## config.mk

```make
export PLATFORM = sky130hd
export DESIGN_NAME = exception_ctrl
export DESIGN_NICKNAME = d
export VERILOG_FILES = /design/src/rtl/exception_ctrl.sv
export SDC_FILE = /design/constraint.sdc
export NUM_CORES = 1
export LEC_CHECK = 0
export CAP_MARGIN = 10
export CORE_AREA = 4 4 105 107
export CTS_BUF_LIST = sky130_fd_sc_hd__clkbuf_4
export CTS_CLUSTER_DIAMETER = 60
export DETAILED_ROUTE_END_ITERATION = 12
export DIE_AREA = 0 0 109 111
export HOLD_SLACK_MARGIN = 0.03
export PLACE_DENSITY_LB_ADDON = 0.15
export RECOVER_POWER = 50
export REMOVE_ABC_BUFFERS = 1
export SYNTH_ARGS = -nofsm -noshare
export SYNTH_HDL_FRONTEND = slang
export SYNTH_SLANG_ARGS = --single-unit
```

## constraint.sdc

```tcl
create_clock -name clk -period 5.4 [get_ports clk]
set_input_delay 1.08 -clock clk [delete_from_list [all_inputs] [get_ports clk]]
set_output_delay 1.08 -clock clk [all_outputs]
set_load 0.01 [all_outputs]
```

## src/rtl/exception_ctrl.sv

```systemverilog
// Commit-point exception arbiter: picks one interrupt/exception/ERET per cycle,
// drives the CP0 exception update, and holds the pipeline flush for FLUSH_CYCLES.
module exception_ctrl #(
  parameter int               FLUSH_CYCLES = 2,
  parameter logic [31:0]      EXC_VECTOR   = 32'hBFC0_0380,
  parameter int               EXC_W        = 32,
  parameter logic [EXC_W-1:0] ERET_CODE    = EXC_W'(32'h0000_000E)
) (
  input  logic             clk,
  input  logic             rst_n,
  input  logic             mem_valid_i,
  input  logic [31:0]      mem_pc_i,
  input  logic             mem_is_slot_i,
  input  logic [6:0]       mem_flags_i,
  input  logic             cp0_we_i,
  input  logic [4:0]       cp0_waddr_i,
  input  logic [31:0]      cp0_wdata_i,
  input  logic [31:0]      status_i,
  input  logic [31:0]      cause_i,
  input  logic [31:0]      epc_i,
  output logic             exception_en_o,
  output logic             is_exception_o,
  output logic             is_interrupt_o,
  output logic [EXC_W-1:0] excepttype_o,
  output logic [31:0]      exc_pc_o,
  output logic             is_slot_o,
  output logic             flush_o,
  output logic [31:0]      new_pc_o
);

  localparam int CNT_W = (FLUSH_CYCLES > 1) ? $clog2(FLUSH_CYCLES) + 1 : 1;

  typedef enum logic {IDLE, FLUSH} state_t;

  state_t           state_reg, state_next;
  logic [CNT_W-1:0] cnt_reg, cnt_next;
  logic [31:0]      new_pc_reg, new_pc_next;

  logic [31:0] status_f, cause_f, epc_f;
  logic        int_pend;
  logic        evt, int_evt, eret_evt;
  logic [4:0]  code;
  logic [31:0] evt_pc;
  logic        unused_bits;

  // Same-cycle CP0 writes are forwarded; software may only write Cause.IP1..IP0.
  always_comb begin
    status_f = (cp0_we_i && cp0_waddr_i == 5'd12) ? cp0_wdata_i : status_i;
    epc_f    = (cp0_we_i && cp0_waddr_i == 5'd14) ? cp0_wdata_i : epc_i;
    cause_f  = cause_i;
    if (cp0_we_i && cp0_waddr_i == 5'd13)
      cause_f[9:8] = cp0_wdata_i[9:8];
  end

  assign int_pend    = status_f[0] & ~status_f[1] & (|(cause_f[15:8] & status_f[15:8]));
  assign unused_bits = ^{status_f[31:16], status_f[7:2], cause_f[31:16], cause_f[7:0]};

  always_comb begin
    evt      = 1'b0;
    int_evt  = 1'b0;
    eret_evt = 1'b0;
    code     = 5'h00;
    if (rst_n && state_reg == IDLE && mem_valid_i) begin
      evt = 1'b1;
      if (int_pend)            int_evt  = 1'b1;
      else if (mem_flags_i[6]) code     = 5'h04;
      else if (mem_flags_i[5]) code     = 5'h05;
      else if (mem_flags_i[4]) code     = 5'h0A;
      else if (mem_flags_i[3]) code     = 5'h0C;
      else if (mem_flags_i[2]) code     = 5'h08;
      else if (mem_flags_i[1]) code     = 5'h09;
      else if (mem_flags_i[0]) eret_evt = 1'b1;
      else                     evt      = 1'b0;
    end
  end

  assign evt_pc = eret_evt ? epc_f : EXC_VECTOR;

  always_ff @(posedge clk or negedge rst_n) begin
    if (!rst_n) begin
      state_reg  <= IDLE;
      cnt_reg    <= '0;
      new_pc_reg <= '0;
    end else begin
      state_reg  <= state_next;
      cnt_reg    <= cnt_next;
      new_pc_reg <= new_pc_next;
    end
  end

  always_comb begin
    state_next  = state_reg;
    cnt_next    = cnt_reg;
    new_pc_next = new_pc_reg;
    case (state_reg)
      IDLE: begin
        if (evt && FLUSH_CYCLES > 1) begin
          state_next  = FLUSH;
          cnt_next    = CNT_W'(FLUSH_CYCLES - 1);
          new_pc_next = evt_pc;
        end
      end
      FLUSH: begin
        cnt_next = cnt_reg - CNT_W'(1);
        if (cnt_reg == CNT_W'(1))
          state_next = IDLE;
      end
      default: state_next = IDLE;
    endcase
  end

  always_comb begin
    exception_en_o = 1'b0;
    is_exception_o = 1'b0;
    is_interrupt_o = 1'b0;
    excepttype_o   = '0;
    exc_pc_o       = '0;
    is_slot_o      = 1'b0;
    flush_o        = 1'b0;
    new_pc_o       = '0;
    if (state_reg == FLUSH) begin
      flush_o  = 1'b1;
      new_pc_o = new_pc_reg;
    end else if (evt) begin
      exception_en_o = 1'b1;
      is_interrupt_o = int_evt;
      is_exception_o = ~int_evt;
      excepttype_o   = eret_evt ? ERET_CODE : EXC_W'(code);
      exc_pc_o       = mem_is_slot_i ? mem_pc_i - 32'd4 : mem_pc_i;
      is_slot_o      = mem_is_slot_i;
      flush_o        = 1'b1;
      new_pc_o       = evt_pc;
    end
  end

endmodule

```

# Word-level counts from Yosys, hierarchy flattened
# Index checks and enable logic that the tools add are counted.
[op_classes]
n_addsub = 2
n_eq_ne = 5
muxes = 52
n_bitwise = 6
n_reduce_logical = 7
[op_table]
columns = ["operator", "n"]
rows = [
  ["$mux 32", 7],
  ["$mux 4", 8],
  ["$sub 32x3->32 const B", 1],
  ["$mux 1", 29],
  ["$mux 16", 1],
  ["$eq 5x4->1 const B", 3],
  ["$mux 5", 3],
  ["$and 8x8->8", 1],
  ["$reduce_or 8->1", 1],
  ["$logic_and 1x1->1", 5],
  ["$mux 2", 2],
  ["$pmux 2 s2", 1],
  ["$not 1->1", 3],
  ["$and 1x1->1", 2],
  ["$eq 2x1->1 const B", 1],
  ["$ne 2x2->1 const B", 1],
  ["$pmux 1 s2", 1],
  ["$reduce_and 2->1", 1],
  ["$sub 2x1->2 const B", 1],
]
[word_totals]
reg_bits = 35
in_bits = 177
output_inout_bits = 101
wordCells = 75

# Depth between registers and ports, before layout
[logic_depth]
word_depth = 12
mapped_depth = 10
depth_no_buf = 9

# Worst setup path before layout
# Ideal clock, no wire load.
[synth_path]
kind = "input port to output port"
start = "in cp0_waddr_i[4]"
end = "out new_pc_o[20]"
arrival_ps = 3053
t_required_ps = 4320
slack_ps = 1267
cell_stages = 8
n_path_buf = 1
cell_sequence = "nand4b_4 nor3_4 mux2_2 a221o_1 or2_4 a21o_4 buf_6 o21ai_2"
[synth_between]
elab_chain_len = 11
word_cells_on_any_way = 21
cone_classes = "eq/ne: 3; mux: 10; bitwise: 4; reduce/logical: 4"
[synth_lines]
columns = ["element", "line", "source"]
rows = [
  ["start, declared", "16", "input logic [4:0] cp0_waddr_i,"],
  ["$eq 5x4->1, on equally long branches", "51, 48", ""],
  ["$logic_and 1x1->1, on equally long branches", "51, 48", ""],
  ["$mux 2 or $mux 16 (tied branches)", "51, 48", ""],
  ["$and 8x8->8 or $not 1->1 (tied branches)", "55", "assign int_pend = status_f[0] & ~status_f[1] & (|(cause_f[15:8] & status_f[15:8]));"],
  ["$reduce_or 8->1 or $and 1x1->1 (tied branches)", "55", ""],
  ["$and 1x1->1", "55", ""],
  ["$mux 1", "65", "if (int_pend) int_evt = 1'b1;"],
  ["$mux 1", "63", "if (rst_n && state_reg == IDLE && mem_valid_i) begin"],
  ["$mux 32", "77", "assign evt_pc = eret_evt ? epc_f : EXC_VECTOR;"],
  ["$mux 32 (*)", "124", "end else if (evt) begin"],
  ["$mux 32 (*)", "121", "if (state_reg == FLUSH) begin"],
  ["end, declared", "28", "output logic [31:0] new_pc_o"],
]
# Mark *: on every way between the ends. The rest lies on a longest branch, timed or not.

# Final worst setup path
[layout_path]
start = "in cp0_waddr_i[0]"
end = "out new_pc_o[11]"
# The elaborated chain is that of the path after synthesis.

==> metrics <==
PwrDens=177 mW/mm2; clock-pin slew on the worst setup and hold paths=0.10 ns; core area=0.0101 mm2; post-synthesis mux area share=12.3%; dpl cells=785; xor/xnor share of the synthesized area=7.09%; vias per inst=4.80; main combinational cell family by area after synthesis=simple AND/OR/NAND/NOR gates; Adder-Cell Fraction of Synth Area=0.723%; clock tree sinks=35; critical path launch point type=primary input; antenna violations before repair=0; Fill cells=983; First-pass DRT Iterations=4; Total Power=0.982 mW; Die Area=0.0121 mm2; PnR worst setup slack=0.220 ns; ant diodes=0; Reg power frac=28.7%; Arrival @ worst endpoint=around 4 ns; ratio of final minimum period to clock period=95.9%; Setup crit end kind=output pin; hpwl dp=8.99 mm; sequential-to-total area share from yosys stat=25.3%; Post-CTS Setup Bufs=0; clock buffer count from CTS=5; Root Driver=clkbuf_4; mapped cell area=0.00346 mm2; CTS Hold Buffers Added=0; FF-to-FF Start=state_reg$_DFF_PN0_; Clock H-tree levels=2; DRC=0; actual slew at the worst max-slew pin=0.610 ns; power share of the clock group=14.0%; TritonCTS clock tree=yes; CTS Buffer Depth=2; R2R Setup Slk=3.44 ns; vias=between 3,000 and 4,000; Yosys warning count=0; Max Cap Violations=0; max reg flops=32; starting density of the core=34.1%; Detailed Route WL=11.3 mm; Die Span X=between 100 and 150 um; GRT Residual Overflow=0; IO Pins=278; unrepaired setup endpoints after global routing=false; vias in the first global route=3,880; die height=about 110 um; worst-skew pair later-pin latency=between 0.3 and 0.4 ns; Comb pwr share=57.2%; worst setup path startpoint=cp0_waddr_i[0]; initial drt markers=88; Synth cell types=48; area growth from synthesis to layout=60.4%; Psw=0.359 mW; worst slack at placement=~0.19 ns; Slew Viols, Final=0; flops & latches, synth=35; syn avg cell area=roughly 7.6 um2; largest net degree at the start of global routing=58; P_int=0.623 mW; static leakage=2.11 nW; min cycle time layout=5.18 ns; relative slew slack=58.9%; Hold Crit Class=reg -> reg; synthesized-area fraction occupied by ao, oa, aoi and oai cells=between 10% and 20%; Peak VDD IR=87.3 uV; Final #Nets=835; CP Class=in -> out; Antenna Nets Post-Route=0; final setup skew=slightly below 0.005 ns; endpoints failing setup=0; post-synthesis cell count=458; worst path required time=4.32 ns; total track usage=17.6%; non-filler cells, final=793; CP max FO=17; status=completed; fraction of final layout cells sized beyond drive strength 1=under 10%; Net Sw Frac=approximately 37%; GPL Wtd Cong=0.777; global-route wire length before repair=17.7 mm; FMAX=0.193 GHz; wire length per cell=14.3 um; Critical Path Sink=new_pc_o[11]; Port Buffers=203; Resized cells post-CTS=0; R2R depth=8; row cnt=37; final hold vios=0; Worst R2R End=new_pc_reg[31]$_DFFE_PN0P_; simple-gate share of the synthesized area=27.1%
==> cell type report <==
| type | count | area, um2 | area share, % |
|---|---|---|---|
| inverter | 11 | 41.3 | 0.744 |
| clock inverter | 2 | 7.51 | 0.135 |
| timing repair buffer | 216 | 2140 | 38.5 |
| sequential | 35 | 876 | 15.8 |
| multi-input combinational | 387 | 2270 | 41.0 |
| tap | 136 | 170 | 3.07 |
| clock buffer | 6 | 45.0 | 0.812 |
==> how the worst min path moves through the flow <==
stage	startpoint	endpoint	slack [ns]	cells past startpoint
finish	new_pc_reg[17]$_DFFE_PN0P_	new_pc_reg[17]$_DFFE_PN0P_	0.50	1
floorplan	new_pc_reg[11]$_DFFE_PN0P_	new_pc_reg[11]$_DFFE_PN0P_	0.47	1
global placement	new_pc_reg[11]$_DFFE_PN0P_	new_pc_reg[11]$_DFFE_PN0P_	0.48	1
global route	new_pc_reg[17]$_DFFE_PN0P_	new_pc_reg[17]$_DFFE_PN0P_	0.52	1
detailed placement	new_pc_reg[11]$_DFFE_PN0P_	new_pc_reg[11]$_DFFE_PN0P_	0.48	1
CTS	new_pc_reg[17]$_DFFE_PN0P_	new_pc_reg[17]$_DFFE_PN0P_	0.51	1
==> cells by family after synthesis <==
group	count (synthesis)
flip-flops	35
buffers and inverters	63
XOR/XNOR	28
multiplexers	42
AND/OR/NAND/NOR	201
adder cells (fa/ha/maj)	2
other	1
AO/OA/AOI/OAI	86
==> synthesized netlist by cell type (all sizes together) <==
cell type | n | area (um2)
o31ai | 1 | 7.51
nor3 | 12 | 71.3
nand4b | 1 | 23.8
ha | 2 | 25.0
or4b | 1 | 10.0
or3 | 2 | 12.5
o21ai | 51 | 270
mux2i | 37 | 370
o2bb2ai | 7 | 105
a21o | 1 | 15.0
conb | 1 | 3.75
nor3b | 1 | 7.51
a31o | 1 | 8.76
a22oi | 3 | 22.5
nand2b | 3 | 18.8
nand3b | 1 | 7.51
a221o | 2 | 20.0
nand3 | 3 | 15.0
nor4bb | 1 | 10.0
nor2b | 1 | 6.26
and2 | 15 | 93.8
xnor2 | 21 | 184
nand2 | 72 | 270
buf | 39 | 302
and2b | 1 | 7.51
nor2 | 72 | 270
a211o | 1 | 8.76
a31oi | 1 | 6.26
dfrtp | 35 | 876
or2 | 3 | 21.3
inv | 11 | 41.3
clkbuf | 13 | 50.0
nor4 | 8 | 62.6
mux2 | 5 | 56.3
or4 | 3 | 22.5
a21oi | 18 | 90.1
and3 | 1 | 6.26
xor2 | 7 | 61.3
==> cell usage in the layout (no fill, tap or decap), drive strengths merged, types with 12 or more instances in the layout <==
cell type / n
nor3: 12
dfrtp: 35
o21ai: 51
a21oi: 18
mux2i: 37
clkdlybuf4s50: 202
buf: 13
conb: 28
nor2: 72
and2: 15
nand2: 72
xnor2: 21
==> metrics by stage <==
step | setup TNS (ns) | utilization (%) | hold slack [ns] | instance area, um2
2_1_floorplan | -36.36 | - | 0.469 | 3210
3_3_place_gp | 0 | 54.5 | 0.482 | 5530
3_5_place_dp | 0 | 54.5 | 0.483 | 5530
4_1_cts | 0 | 55.1 | 0.514 | 5580
5_1_grt | 0 | 54.7 | 0.521 | 5550
6_report | 0 | 54.7 | 0.495 | 5550
==> power by group through the flow <==
stage               clock [mW]  sequential, mW  combinational (mW)
detailed placement           0           0.287               0.568
global placement             0           0.286               0.566
floorplan                    0           0.309               0.199
global route             0.157           0.284               0.614
CTS                      0.147           0.282               0.573
finish                   0.138           0.282               0.562
==> critical path, cell delays in order <==
cell and delay [ns]:
clkdlybuf4s50_1 0.61, mux2_1 0.37, a22oi_1 0.19, mux2i_1 0.13, a221o_1 0.33, or2_4 0.30
a21o_4 0.29, o21ai_0 0.21, clkdlybuf4s50_1 0.59
==> metal layers <==
metal | vias to the layer above | part of all wire, % | global-route usage (%)
li1 | 1887 | - | -
met5 | - | 0 | 0
met3 | 11 | 12 | 7.05
met1 | 1746 | 39 | 18.9
met2 | 165 | 48 | 31.7
met4 | 0 | 1.3 | 3.87
No activity file was read; power rests on OpenSTA's default activity.
